### src/rtl/fnd_arbiter.sv
// Shares one 4-digit FND between a background value and two timed messages (lo, hi).
// Each granted message is held for HOLD_MS ticks; hi messages blink with a BLINK_MS half-period.
module fnd_arbiter #(
  parameter int TICK_DIV = 100_000,
  parameter int HOLD_MS  = 2000,
  parameter int BLINK_MS = 250
) (
  input  logic        clk,
  input  logic        reset,
  input  logic [11:0] data_bg,
  input  logic        req_lo,
  input  logic [11:0] data_lo,
  input  logic        req_hi,
  input  logic [11:0] data_hi,
  output logic [11:0] disp_value,
  output logic [1:0]  disp_src,
  output logic        disp_blank,
  output logic        busy,
  output logic        grant_lo,
  output logic        grant_hi
);

  localparam int TW = (TICK_DIV > 1) ? $clog2(TICK_DIV) : 1;
  localparam int HW = (HOLD_MS  > 1) ? $clog2(HOLD_MS)  : 1;
  localparam int BW = (BLINK_MS > 1) ? $clog2(BLINK_MS) : 1;

  localparam logic [1:0] SRC_BG = 2'd0;
  localparam logic [1:0] SRC_LO = 2'd1;
  localparam logic [1:0] SRC_HI = 2'd2;

  typedef enum logic {SHOW_BG, HOLD} state_t;

  state_t        state_q, state_d;
  logic          pend_lo_q, pend_lo_d, pend_hi_q, pend_hi_d;
  logic [11:0]   slot_lo_q, slot_lo_d, slot_hi_q, slot_hi_d;
  logic [11:0]   disp_value_q, disp_value_d;
  logic [1:0]    disp_src_q, disp_src_d;
  logic          disp_blank_q, disp_blank_d;
  logic          grant_lo_q, grant_lo_d, grant_hi_q, grant_hi_d;
  logic [TW-1:0] tick_cnt_q, tick_cnt_d;
  logic [HW-1:0] hold_cnt_q, hold_cnt_d;
  logic [BW-1:0] blink_cnt_q, blink_cnt_d;

  logic tick, expire, preempt, arb, gnt_hi, gnt_lo, rereq_hi, rereq_lo;

  always_comb begin
    tick     = (tick_cnt_q == TW'(TICK_DIV - 1));
    expire   = (state_q == HOLD) && tick && (hold_cnt_q == HW'(HOLD_MS - 1));
    preempt  = (state_q == HOLD) && (disp_src_q == SRC_LO) && pend_hi_q && !expire;
    arb      = (state_q == SHOW_BG) || expire;
    gnt_hi   = (arb && pend_hi_q) || preempt;
    gnt_lo   = arb && !pend_hi_q && pend_lo_q;
    // A request from the source on screen restarts its hold at once instead of queueing.
    rereq_hi = req_hi && (state_q == HOLD) && (disp_src_q == SRC_HI) && !expire;
    rereq_lo = req_lo && (state_q == HOLD) && (disp_src_q == SRC_LO) && !expire && !pend_hi_q;
  end

  always_comb begin
    state_d      = state_q;
    pend_lo_d    = pend_lo_q;
    pend_hi_d    = pend_hi_q;
    slot_lo_d    = slot_lo_q;
    slot_hi_d    = slot_hi_q;
    disp_value_d = disp_value_q;
    disp_src_d   = disp_src_q;
    disp_blank_d = disp_blank_q;
    grant_lo_d   = 1'b0;
    grant_hi_d   = 1'b0;
    tick_cnt_d   = tick ? '0 : tick_cnt_q + TW'(1);
    hold_cnt_d   = hold_cnt_q;
    blink_cnt_d  = blink_cnt_q;

    if (gnt_hi || rereq_hi || gnt_lo || rereq_lo) begin
      state_d      = HOLD;
      hold_cnt_d   = '0;
      tick_cnt_d   = '0;
      blink_cnt_d  = '0;
      disp_blank_d = 1'b0;
      if (gnt_hi || rereq_hi) begin
        disp_src_d   = SRC_HI;
        grant_hi_d   = 1'b1;
        disp_value_d = gnt_hi ? slot_hi_q : data_hi;
        pend_hi_d    = pend_hi_q && !gnt_hi;
      end else begin
        disp_src_d   = SRC_LO;
        grant_lo_d   = 1'b1;
        disp_value_d = gnt_lo ? slot_lo_q : data_lo;
        pend_lo_d    = pend_lo_q && !gnt_lo;
      end
    end else if (arb) begin
      state_d      = SHOW_BG;
      disp_value_d = data_bg;
      disp_src_d   = SRC_BG;
      disp_blank_d = 1'b0;
    end else if (tick) begin
      hold_cnt_d = hold_cnt_q + HW'(1);
      if (disp_src_q == SRC_HI) begin
        if (blink_cnt_q == BW'(BLINK_MS - 1)) begin
          blink_cnt_d  = '0;
          disp_blank_d = !disp_blank_q;
        end else begin
          blink_cnt_d = blink_cnt_q + BW'(1);
        end
      end
    end

    // Newest request value always wins the slot; the pending flag is left alone on a restart.
    if (req_hi) slot_hi_d = data_hi;
    if (req_lo) slot_lo_d = data_lo;
    if (req_hi && !rereq_hi) pend_hi_d = 1'b1;
    if (req_lo && !rereq_lo) pend_lo_d = 1'b1;
  end

  always_ff @(posedge clk or negedge reset) begin
    if (!reset) begin
      state_q      <= SHOW_BG;
      pend_lo_q    <= 1'b0;
      pend_hi_q    <= 1'b0;
      slot_lo_q    <= '0;
      slot_hi_q    <= '0;
      disp_value_q <= '0;
      disp_src_q   <= SRC_BG;
      disp_blank_q <= 1'b0;
      grant_lo_q   <= 1'b0;
      grant_hi_q   <= 1'b0;
      tick_cnt_q   <= '0;
      hold_cnt_q   <= '0;
      blink_cnt_q  <= '0;
    end else begin
      state_q      <= state_d;
      pend_lo_q    <= pend_lo_d;
      pend_hi_q    <= pend_hi_d;
      slot_lo_q    <= slot_lo_d;
      slot_hi_q    <= slot_hi_d;
      disp_value_q <= disp_value_d;
      disp_src_q   <= disp_src_d;
      disp_blank_q <= disp_blank_d;
      grant_lo_q   <= grant_lo_d;
      grant_hi_q   <= grant_hi_d;
      tick_cnt_q   <= tick_cnt_d;
      hold_cnt_q   <= hold_cnt_d;
      blink_cnt_q  <= blink_cnt_d;
    end
  end

  assign disp_value = disp_value_q;
  assign disp_src   = disp_src_q;
  assign disp_blank = disp_blank_q;
  assign busy       = (state_q == HOLD);
  assign grant_lo   = grant_lo_q;
  assign grant_hi   = grant_hi_q;

endmodule

### config.mk
export PLATFORM = sky130hd
export DESIGN_NAME = fnd_arbiter
export DESIGN_NICKNAME = d
export VERILOG_FILES = /design/src/rtl/fnd_arbiter.sv
export SDC_FILE = /design/constraint.sdc
export NUM_CORES = 1
export LEC_CHECK = 0
export BUFFER_PORTS_ARGS = -buffer_cell sky130_fd_sc_hd__buf_2
export CORE_MARGIN = 4
export CORE_UTILIZATION = 57
export DETAILED_ROUTE_END_ITERATION = 8
export GPL_ROUTABILITY_DRIVEN = 1
export PLACE_DENSITY_LB_ADDON = 0.08
export SYNTH_ARGS = -nofsm -noshare
export SYNTH_HDL_FRONTEND = slang
export SYNTH_SLANG_ARGS = --single-unit
### constraint.sdc
create_clock -name clk -period 2.7 [get_ports clk]
set_input_delay 0.27 -clock clk [delete_from_list [all_inputs] [get_ports clk]]
set_output_delay 0.27 -clock clk [all_outputs]
set_load 0.01 [all_outputs]
# After elaboration in Yosys (flattened, before gate mapping)
# Index checks and enable logic that the tools add are counted.
[totals]
ff_bits = 80
input_bits = 40
output_inout_bits = 18
word_cells = 104
[classes]
n_addsub = 3
eq_ne = 7
muxes = 35
n_bitwise = 1
n_reduce_logical = 45
[op_table]
columns = ["operator", "n"]
rows = [
  ["$mux 12", 5],
  ["$mux 8", 5],
  ["$mux 17", 2],
  ["$mux 11", 3],
  ["$logic_and 1x1->1", 19],
  ["$add 17x1->17 const B", 1],
  ["$eq 17x17->1 const B", 1],
  ["$mux 1", 17],
  ["$reduce_bool 2->1", 6],
  ["$add 11x1->11 const B", 1],
  ["$eq 11x11->1 const B", 1],
  ["$reduce_bool 3->1", 3],
  ["$add 8x1->8 const B", 1],
  ["$eq 8x8->1 const B", 1],
  ["$logic_not 1->1", 7],
  ["$mux 2", 3],
  ["$reduce_and 2->1", 3],
  ["$reduce_and 3->1", 2],
  ["$logic_or 1x1->1", 5],
  ["$ne 2x1->1 const B", 2],
  ["$eq 2x1->1 const B", 1],
  ["$eq 2x2->1 const B", 1],
  ["$not 1->1", 1],
]

# Logic depth before layout (Yosys ltp)
# Gate-level depths: netlist of the first run.
[logic_depth]
depth_word = 11
depth_mapped = 10

# Worst setup path before layout of the first run
# Ideal clock, no wire load.
[synth_timing]
path_type = "register to register"
start = "register hold_cnt_q[4]"
end = "register disp_value_q[8] (netlist: disp_value[8])"
setup_ps = 126
arrival_ps = 2105
setup_slack_ps = 469
path_stages_with_launch = 9
synth_period_minus_slack_ps = 2231
cell_sequence = "dfrtp_1 -> or3b_4 -> or3_4 -> o21ai_4 -> and4_1 -> buf_4 -> nand2_2 -> buf_6 -> a2bb2oi_1"
[synth_via]
elab_chain_cells = 9
[synth_lines]
columns = ["item", "line", "text"]
rows = [
  ["start: declaration", "41", "logic [HW-1:0] hold_cnt_q, hold_cnt_d;"],
  ["start signal: assignment", "141", "hold_cnt_q <= hold_cnt_d;"],
  ["$eq 11x11->1 (*)", "48", "expire = (state_q == HOLD) && tick && (hold_cnt_q == HW'(HOLD_MS - 1));"],
  ["$logic_and 1x1->1 (*)", "48", ""],
  ["$logic_or 1x1->1 / $logic_not 1->1 (equally long branches)", "--", ""],
  ["$logic_and 1x1->1, on equally long branches", "51, 49", ""],
  ["$logic_or 1x1->1", "51", "gnt_hi = (arb && pend_hi_q) || preempt;"],
  ["$logic_or 1x1->1", "73, 79", ""],
  ["$logic_or 1x1->1 (2 in a row)", "73", "if (gnt_hi || rereq_hi || gnt_lo || rereq_lo) begin"],
  ["$mux 12 / $reduce_bool 2->1 (equally long branches)", "--", ""],
  ["end signal: assignment", "135", "disp_value_q <= disp_value_d;"],
  ["end: declaration", "36", "logic [11:0] disp_value_q, disp_value_d;"],
]
# Every way passes the cells marked *; elsewhere a longest branch is shown, timed or not.
# A chain may end at the register's enable or synchronous reset.

# Final worst setup path of the first run
[layout_timing]
start = "register tick_cnt_q[0]"
end = "register tick_cnt_q[10]"
[layout_via]
elab_chain_cells = 10
[layout_lines]
columns = ["item", "line", "text"]
rows = [
  ["start: declaration", "40", "logic [TW-1:0] tick_cnt_q, tick_cnt_d;"],
  ["start signal: assignment", "140", "tick_cnt_q <= tick_cnt_d;"],
  ["branches (longest 9 deep; another with $add 17x1->17)", "--", ""],
  ["$mux 17 (*)", "73", ""],
  ["named net tick_cnt_d[10]", "40", ""],
]
# Mark *: on every way through the listed nets, which the timed path passes.

==> impl_metrics.ini, run 1 <==
[layout]
synthToLayoutAreaGrowth_pct = 16.0
diodes = 0
layout_common_cells = 80 x sky130_fd_sc_hd__dfrtp_1, 56 x sky130_fd_sc_hd__buf_2, 52 x sky130_fd_sc_hd__nand2_1, 34 x sky130_fd_sc_hd__nor2_1, 24 x sky130_fd_sc_hd__mux2_2
drive_gt1_frac = 0.319
utilization = 0.696
final_common_cell = sky130_fd_sc_hd__dfrtp_1
instances_no_fill = 566
design.final.nets = 509

[timing]
timing.setup.tns_ps = 0
rsz0062_at_grt = no
drv_slew = 0
post-route-min-period_ps = 2510
hold_violations = 0
worst_pin_slew_ps = 990
final.hold.worst_slack_ps = 57.9
finClkSkew_ps = 10.9
slew-limit-headroom = 0.340
final_worst_path_setup_slack_ps = 186
clock.fmax_mhz = 398
final.period_utilization = 0.931
report.final.setup_viol = 0

[route]
num_vias = 3264
vias_per_cell = 5.77
final_antenna_net_count = 0
detail_route.wl_per_cell_um = 16.8
first_pass_iters = 4
post-route-drc-count = 0
wl_mm = 9.54
detailedRoute.firstIterationViolations = 122

[die]
die-width_um = 93.5
die_height_um = 93.5
fp.coreArea_um2 = 6940
die_area_um2 = 8740
io_pins = 58
rows = 30
start_util = 0.600

[synthesis]
ys_seq_area_frac = 0.481
synth-edff-count = 0
synth_fp_nets = 443
synth_area_per_cell_um2 = 10.4
synth_seq_cells = 80
synthDistinctLibCells = 53
yosys_synthesis_warning_count = 0
netlist_instances = 399
async_flop_share = 1.00
yosys_most_used_dff = sky130_fd_sc_hd__dfrtp_1
post_synth_instance_area_um2 = 4160

[cts]
cts-root-to-sink-buffers = 2
postCtsHoldBufs = 0
clk-insertion-delay-late_ps = 360
clock_sink_count = 80
clkTransAtPathRegs_ps = 80
htree_num_levels = 3
num_cts_buffers = 9
cts_tree = built
cts_root_buf = sky130_fd_sc_hd__clkbuf_8

[place]
cell_count_after_placement = 550
detailed_place_hpwl_mm = 6.81
portBuffers = 57
routabilityCongestion = 0.947
preCtsSetupSlack_ps = 123

[power]
vdd.ir_drop.worst_mv = 0.376
pwr_density_cell_nw_per_um2 = 494
static-leakage-power_nw = 2.15

[min_path]
min_path_type = in2async

[global_routing]
grt_first_pass_wirelength_mm = 16.3
first_global_vias = 3331
initial_antenna_violation_count = 0
total_global_route_track_usage = 0.236
maximum_number_of_pins_on_one_net_before_global_route_repair = 81
grt_overflow = 0

[critical_path]
cp_common_cell = sky130_fd_sc_hd__and4_1
crit_path_top_delay_cell = sky130_fd_sc_hd__dfrtp_1
critical_path_fanouts_max = 13
worstPathRequired_ps = 2980
cp-start-kind = flop
worstPathArrival_ps = 2790
crit_end_category = flop
path_class = reg2reg
largest_stage_delay_on_the_critical_path_ps = 410
worstPathCellList = ha_1, and4_1, and4_1, buf_4, a21oi_1, and4_1, buf_4, nand2_2, nor2_1

[status]
status = completed

[job]
maxCapViolations = 0
## metal layers
metal,track usage,share of wire,up-vias
met4,0.0781,0.014,0
met1,0.300,0.44,1602
li1,-,-,1573
met2,0.386,0.50,73
met3,0.0676,0.049,16
met5,0,0,-
## final timing paths
| check | slack (ps) | end | cells past startpoint | startpoint |
|---|---|---|---|---|
| max in group asynchronous | 1980 | disp_src[0] | 1 | reset |
| min in group clk | 160 | slot_lo_q[2] | 2 | data_lo[2] |
| min reg2reg | 490 | tick_cnt_q[0] | 1 | tick_cnt_q[0] |
| max reg2reg | 190 | tick_cnt_q[10] | 9 | tick_cnt_q[0] |
| max | 190 | tick_cnt_q[10] | 9 | tick_cnt_q[0] |
| min | 60 | tick_cnt_q[14] | 1 | reset |
## cell type report
cell class	count	area [um2]
Fill cell	539	2110
Multi-Input combinational cell	292	2010
Sequential cell	80	2000
Timing Repair Buffer	78	445
Clock buffer	12	165
Tap cell	96	120
Clock inverter	4	75.1
Inverter	4	15.0
## metrics by stage
step / power (mW) / instance area [um2]
floorplan: 1.32 / 4160
detailed placement: 1.39 / 4590
CTS: 2.41 / 4830
finish: 2.39 / 4830
global placement: 1.38 / 4590
global route: 2.49 / 4830
## power breakdown
group	internal, mW	switching, mW	total (mW)
sequential	1.23	0.0193	1.25
combinational	0.0539	0.0523	0.106
clock	0.597	0.434	1.03
total	1.88	0.506	2.39
## state kept, by name, indices dropped and copies added, names as in the netlist
signal / flops
slot_hi_q: 12
disp_src: 2
busy: 1
hold_cnt_q: 11
tick_cnt_q: 17
slot_lo_q: 12
grant_hi: 1
disp_blank: 1
pend_lo_q: 1
disp_value: 12
pend_hi_q: 1
grant_lo: 1
blink_cnt_q: 8
## Yosys cell counts (all sizes together) (4+ instances only)
cell type  instances  share of area
nand3             23          0.028
xor2              17          0.036
inv                4         0.0036
and4               4         0.0084
o21ai             21          0.028
nor2              34          0.031
o2111ai            4          0.013
buf               15          0.026
and3               7          0.011
a2111o             5          0.014
dfrtp             80           0.48
ha                 4          0.012
a2bb2oi           12          0.025
nand2             54          0.050
o22ai             13          0.020
clkbuf             8         0.0072
a31o              12          0.025
nand2b             5         0.0075
a21oi              9          0.011
nand4              7          0.014
mux2              24          0.065
## worst max-delay path, delay by kind of cell, from the launching register on
family	cells	cell delay, ps
adders and majority gates	1	240
DFF	1	410
and+or+nand+nor	5	1150
buffers and inverters	2	400
AOI/OAI and AO/OA	1	240
## what timing repair did
action                                  CTS  global route
resized for setup                         0             1
buffers inserted                          0             0
endpoints found under the setup margin    0             5
## cell families (layout without fill, tap and decap cells)
logic type      count (synthesis)  count (layout)  synth area share
simple gates                  152             152             0.184
flops                          80              80             0.481
fa+ha+maj                       4               4            0.0120
xor+xnor                       20              20            0.0421
compound gates                 89              89             0.172
mux                            27              27            0.0721
buf+inv                        27              98            0.0370
Note: power is estimated with default switching activity, not from simulation.
==> run 2, diff against run 1 <==
--- a/config.mk
+++ b/config.mk
@@ -5,11 +5,12 @@
 export SDC_FILE = /design/constraint.sdc
 export NUM_CORES = 1
 export LEC_CHECK = 0
+export ABC_AREA = 1
 export BUFFER_PORTS_ARGS = -buffer_cell sky130_fd_sc_hd__buf_2
 export CORE_MARGIN = 4
-export CORE_UTILIZATION = 57
+export CORE_UTILIZATION = 58
+export CTS_CLUSTER_SIZE = 30
 export DETAILED_ROUTE_END_ITERATION = 8
-export GPL_ROUTABILITY_DRIVEN = 1
 export PLACE_DENSITY_LB_ADDON = 0.08
 export SYNTH_ARGS = -nofsm -noshare
 export SYNTH_HDL_FRONTEND = slang
==> impl_metrics.ini, run 2 <==
[layout]
fill_cells = 625
final_common_cell = sky130_fd_sc_hd__nand2_1
design.final.nets = 682
max_reg_flops = 17
diodes = 0
max_flop_register = tick_cnt_q
layout_common_cells = 178 x sky130_fd_sc_hd__nand2_1, 80 x sky130_fd_sc_hd__dfrtp_1, 65 x sky130_fd_sc_hd__o21ai_0, 63 x sky130_fd_sc_hd__inv_1, 56 x sky130_fd_sc_hd__buf_2
drive_gt1_frac = 0.176
synthToLayoutAreaGrowth_pct = 13.5

[synthesis]
netlist.area_leader.share = 0.447
async_flop_share = 1.00
yosysTopAreaCell = sky130_fd_sc_hd__dfrtp_1
synth.cells.most_frequent = 178 x sky130_fd_sc_hd__nand2_1, 80 x sky130_fd_sc_hd__dfrtp_1, 65 x sky130_fd_sc_hd__o21ai_0
ys_seq_area_frac = 0.447
post_synth_mux_area_share = 0
synth_area_leaders = sky130_fd_sc_hd__dfrtp_1 45%, sky130_fd_sc_hd__nand2_1 15%, sky130_fd_sc_hd__o21ai_0 7.3%
synthDistinctLibCells = 37
synth-edff-count = 0
synth_fp_nets = 628
yosys.area_share.simple = 0.316
yosys_most_used_dff = sky130_fd_sc_hd__dfrtp_1
synth_top_family_by_area = simple AND/OR/NAND/NOR gates
post_synth_instance_area_um2 = 4480
netlist_instances = 584
yosys.cell_count.top_type = sky130_fd_sc_hd__nand2_1
synth-xor-area-share = 0.0332
synth_seq_cells = 80
synth_area_per_cell_um2 = 7.67
adder_cell_share_of_the_synthesized_area = 0.0112
yosys_synthesis_warning_count = 0
synth_compound_area_frac = 0.105

[cts]
clkTransAtPathRegs_ps = 80
post_cts_buffers = 0
postCtsHoldBufs = 0
cts-root-to-sink-buffers = 2
cts_root_buf = sky130_fd_sc_hd__clkbuf_8
num_cts_buffers = 9
post_cts_resized = 0
cts_tree = built
clock_sink_count = 80
clk-insertion-delay-late_ps = 360
htree_num_levels = 3

[timing]
slew-limit-headroom = 0.331
final.hold.worst_slack_ps = 70.7
worst_pin_slew_ps = 1000
final.period_utilization = 0.893
timing.setup.tns_ps = 0
post-route-min-period_ps = 2410
finClkSkew_ps = 13.1
hold_violations = 0
drv_slew = 0
clock.fmax_mhz = 415
report.final.setup_viol = 0
rsz0062_at_grt = no

[die]
start_util = 0.608
io_pins = 58
die_height_um = 95.9
die-width_um = 95.9
rows = 31
die_area_um2 = 9190
fp.coreArea_um2 = 7370

[route]
vias_per_cell = 5.31
wl_mm = 10.5
detailedRoute.firstIterationViolations = 295
detail_route.wl_per_cell_um = 14.1
num_vias = 3936
first_pass_iters = 4
post-route-drc-count = 0
final_antenna_net_count = 0

[critical_path]
worstPathArrival_ps = 2700
worst_r2r_path_depth = 14
r2r-start = hold_cnt_q[0]
r2r_end = hold_cnt_q[6]
path_class = reg2reg
crit_path_top_delay_cell = sky130_fd_sc_hd__dfrtp_1
setup.reg_to_reg.worst_slack_ps = 290
crit_end_category = flop
worstPathRequired_ps = 2990
timing.critical_path.max_delay_family = simple AND/OR/NAND/NOR gates
critical_path_fanouts_max = 23
cp_num_buf_inv = 1
cp_common_cell = sky130_fd_sc_hd__nand2_1
worstPathCellList = ha_1, nand2_1, inv_1, nand2_1, nor2_1, nand3_2, nand3_1, nand2_2, nand3_4, nor2_8, nand2_4, nand2_1, nand2_1, nand2_1
cp-start-kind = flop
largest_stage_delay_on_the_critical_path_ps = 410

[power]
total_switching_power_mw = 1.74
seq_power_share = 0.358
power.clock.fraction = 0.239
vdd.ir_drop.worst_mv = 0.479
static-leakage-power_nw = 2.65
p_int_mw = 2.62
power.share.switching = 0.399
pwr_density_cell_nw_per_um2 = 856
share_of_power_burned_in_combinational_logic = 0.403
totalPowerFinal_mw = 4.35

[status]
status = completed

[global_routing]
initial_antenna_violation_count = 0
maximum_number_of_pins_on_one_net_before_global_route_repair = 81
total_global_route_track_usage = 0.248
first_global_vias = 3735
grt_overflow = 0
grt_first_pass_wirelength_mm = 17.5

[place]
portBuffers = 57
routabilityCongestion = 0.846
detailed_place_hpwl_mm = 7.26

[min_path]
min_path_type = in2async

[job]
maxCapViolations = 0
==> run 2: worst max path at each step <==
stage                              from            end  slack (ps)  depth (start not counted)
final                     hold_cnt_q[0]  hold_cnt_q[6]         290                         14
after global routing      hold_cnt_q[1]  hold_cnt_q[6]          20                         13
after CTS                 hold_cnt_q[0]  hold_cnt_q[2]         260                         14
after detailed placement  hold_cnt_q[0]  hold_cnt_q[2]         280                         14
after global placement    hold_cnt_q[0]  hold_cnt_q[0]         420                         14
after floorplan           hold_cnt_q[0]  tick_cnt_q[4]         750                         14
==> run 2: worst reg2reg max path, cell delays in order, from the launching register on <==
cell	delay [ps]
sky130_fd_sc_hd__dfrtp_1	410
sky130_fd_sc_hd__ha_1	220
sky130_fd_sc_hd__nand2_1	90
sky130_fd_sc_hd__inv_1	60
sky130_fd_sc_hd__nand2_1	80
sky130_fd_sc_hd__nor2_1	70
sky130_fd_sc_hd__nand3_2	110
sky130_fd_sc_hd__nand3_1	120
sky130_fd_sc_hd__nand2_2	160
sky130_fd_sc_hd__nand3_4	110
sky130_fd_sc_hd__nor2_8	310
sky130_fd_sc_hd__nand2_4	130
sky130_fd_sc_hd__nand2_1	320
sky130_fd_sc_hd__nand2_1	90
sky130_fd_sc_hd__nand2_1	70
==> run 2: area by class of cell <==
cell class	instances	area, um2	area share
Multi-Input combinational cell	411	2080	0.410
Timing Repair Buffer	67	375	0.0738
Inverter	69	259	0.0509
Tap cell	99	124	0.0244
Clock buffer	13	179	0.0352
Sequential cell	80	2000	0.394
Clock inverter	2	60.1	0.0118
==> run 2: cells by family (layout without fill, tap and decap cells) <==
family | count (synthesis) | after routing
fa+ha+maj | 4 | 4
flops | 80 | 80
buf+inv | 93 | 151
simple gates | 308 | 308
compound gates | 82 | 82
xor+xnor | 17 | 17
==> run 2: power groups by stage <==
stage / logic, mW / registers (mW) / clock network [mW]
4_1_cts: 1.76 / 1.56 / 1.05
5_1_grt: 1.99 / 1.58 / 1.11
6_report: 1.76 / 1.56 / 1.04
3_3_place_gp: 1.69 / 1.57 / 0
3_5_place_dp: 1.73 / 1.58 / 0
2_1_floorplan: 1.23 / 1.60 / 0
==> run 2: per-layer routing <==
metal,global-route usage,part of all wire,vias up
met1,0.358,0.47,1810
met5,0,0,-
met3,0.0321,0.061,18
met4,0.105,0.019,0
li1,-,-,1976
met2,0.375,0.45,132
==> run 2: metrics by stage <==
stage | instances | utilization | cell area, um2 | setup WS [ps]
6_report | 741 | 0.690 | 5080 | 288
2_1_floorplan | 584 | - | 4480 | 747
3_3_place_gp | 726 | 0.657 | 4840 | 422
5_1_grt | 741 | 0.690 | 5080 | 20.2
3_5_place_dp | 726 | 0.657 | 4840 | 281
4_1_cts | 741 | 0.690 | 5080 | 262
==> run 3, diff against run 2 <==
--- a/config.mk
+++ b/config.mk
@@ -11,7 +11,7 @@
 export CORE_UTILIZATION = 58
 export CTS_CLUSTER_SIZE = 30
 export DETAILED_ROUTE_END_ITERATION = 8
-export PLACE_DENSITY_LB_ADDON = 0.08
+export PLACE_DENSITY = 0.82
 export SYNTH_ARGS = -nofsm -noshare
 export SYNTH_HDL_FRONTEND = slang
 export SYNTH_SLANG_ARGS = --single-unit
==> impl_metrics.ini, run 3 (synthesis gave the netlist of run 2 again) <==
[critical_path]
worstPathCellList = ha_1, nand2_1, inv_1, nand2_1, nor2_1, nand3_2, nand4_2, nand3_4, nor2_8, buf_6, nand2_2, inv_2, nand2_1, nand2_1
cp-start-kind = flop
worstPathArrival_ps = 2700
largest_stage_delay_on_the_critical_path_ps = 410
path_class = reg2reg
crit_path_top_delay_cell = sky130_fd_sc_hd__dfrtp_1
critical_path_fanouts_max = 28
crit_end_category = flop
worstPathRequired_ps = 2990
cp_common_cell = sky130_fd_sc_hd__nand2_1

[place]
portBuffers = 57
placed_area_um2 = 4820
cell_count_after_placement = 723
preCtsSetupSlack_ps = 239
detailed_place_hpwl_mm = 7.60
routabilityCongestion = 0.889

[global_routing]
grt_overflow = 0
use_met2 = 0.411
grt_busiest_layer = met2
maximum_number_of_pins_on_one_net_before_global_route_repair = 81
initial_antenna_violation_count = 0
first_global_vias = 3746
grt.met1_usage = 0.333
grt_first_pass_wirelength_mm = 17.6
gr-usage-met3 = 0.0313
total_global_route_track_usage = 0.246

[cts]
cts_root_buf = sky130_fd_sc_hd__clkbuf_8
post_cts_buffers = 0
clkTransAtPathRegs_ps = 90
num_cts_buffers = 9
postCtsHoldBufs = 0
cts-root-to-sink-buffers = 2
clk-insertion-delay-late_ps = 360
htree_num_levels = 3
clock_sink_count = 80
cts_tree = built

[layout]
max_flop_register = tick_cnt_q
final_common_cell = sky130_fd_sc_hd__nand2_1
instances_no_fill = 739
drive_gt1_frac = 0.173
diodes = 0
max_reg_flops = 17
final_area_um2 = 5060
synthToLayoutAreaGrowth_pct = 13.0
design.final.nets = 679
layout_common_cells = 178 x sky130_fd_sc_hd__nand2_1, 80 x sky130_fd_sc_hd__dfrtp_1, 65 x sky130_fd_sc_hd__o21ai_0, 63 x sky130_fd_sc_hd__inv_1, 56 x sky130_fd_sc_hd__buf_2

[timing]
finClkSkew_ps = 9.49
slew-limit-headroom = 0.342
report.final.setup_viol = 0
post-route-min-period_ps = 2410
final.period_utilization = 0.892
timing.setup.tns_ps = 0
final_worst_path_setup_slack_ps = 292
hold_violations = 0
worst_pin_slew_ps = 986
clock.fmax_mhz = 415
rsz0062_at_grt = no
drv_slew = 0

[die]
die_height_um = 95.9
io_pins = 58
rows = 31
die_area_um2 = 9190
die-width_um = 95.9
start_util = 0.608
fp.coreArea_um2 = 7370

[min_path]
min_path_type = in2async

[power]
pwr_density_cell_nw_per_um2 = 852
static-leakage-power_nw = 2.62
vdd.ir_drop.worst_mv = 0.488

[job]
maxCapViolations = 0

[route]
wl_mm = 10.8
num_vias = 4036
first_pass_iters = 5
post-route-drc-count = 0
detailedRoute.firstIterationViolations = 248
vias_per_cell = 5.46
detail_route.wl_per_cell_um = 14.6
final_antenna_net_count = 0

[status]
status = completed
run 3: cell count changes in the layout (fill, tap and decap cells not counted):
| cell | change |
|---|---|
| sky130_fd_sc_hd__nand3_4 | +1 |
| sky130_fd_sc_hd__clkinvlp_4 | +3 |
| sky130_fd_sc_hd__nand3_2 | -1 |
| sky130_fd_sc_hd__buf_4 | -4 |
| sky130_fd_sc_hd__clkbuf_8 | -3 |
| sky130_fd_sc_hd__buf_6 | +1 |
| sky130_fd_sc_hd__inv_6 | +1 |
run 3: per-stage QoR:
| stage | hold WS, ps | power [mW] | utilization |
|---|---|---|---|
| after floorplan | -25.6 | 2.83 | - |
| after global placement | 444 | 3.23 | 0.654 |
| after detailed placement | 459 | 3.29 | 0.654 |
| after CTS | 112 | 4.30 | 0.685 |
| after global routing | 136 | 4.61 | 0.687 |
| final | 61.8 | 4.31 | 0.687 |
run 3: worst max-delay path, delay by kind of cell, from the launching register on:
kind	cells	cell delay (ps)
flip-flops	1	410
AND/OR/NAND/NOR	10	1200
buffers and inverters	3	550
adder cells (fa/ha/maj)	1	190
run 3: layout make-up:
type | instances | area [um2]
Fill cell | 579 | 2310
Inverter | 69 | 259
Sequential cell | 80 | 2000
Tap cell | 99 | 124
Clock inverter | 6 | 91.3
Multi-Input combinational cell | 411 | 2090
Timing Repair Buffer | 64 | 357
Clock buffer | 10 | 138
run 3: final timing paths:
check | startpoint | endpoint | slack, ps | cells after the start
worst min-delay path | reset | slot_lo_q[8] | 60 | 1
min in group clk | data_lo[3] | slot_lo_q[3] | 130 | 3
max in group asynchronous | reset | hold_cnt_q[4] | 2000 | 1
worst min register to register | tick_cnt_q[0] | tick_cnt_q[0] | 470 | 1
worst max-delay path | hold_cnt_q[1] | disp_value[8] | 290 | 14
worst max register to register | hold_cnt_q[1] | disp_value[8] | 290 | 14
run 3: power by group:
part,switching [mW],total (mW),internal [mW]
clock network,0.460,1.01,0.549
registers,0.137,1.55,1.42
logic,1.18,1.75,0.569
run 3: routing by layer:
layer  up-vias  part of all wire
met5         -                 0
met2       154              0.49
li1       1968                 -
met3        18             0.065
met4         0             0.018
met1      1896              0.43
run 3: repair_timing:
action,4_1_cts,5_1_grt
gates resized for setup,0,2
hold endpoints to repair,0,0
setup endpoints to repair,0,15
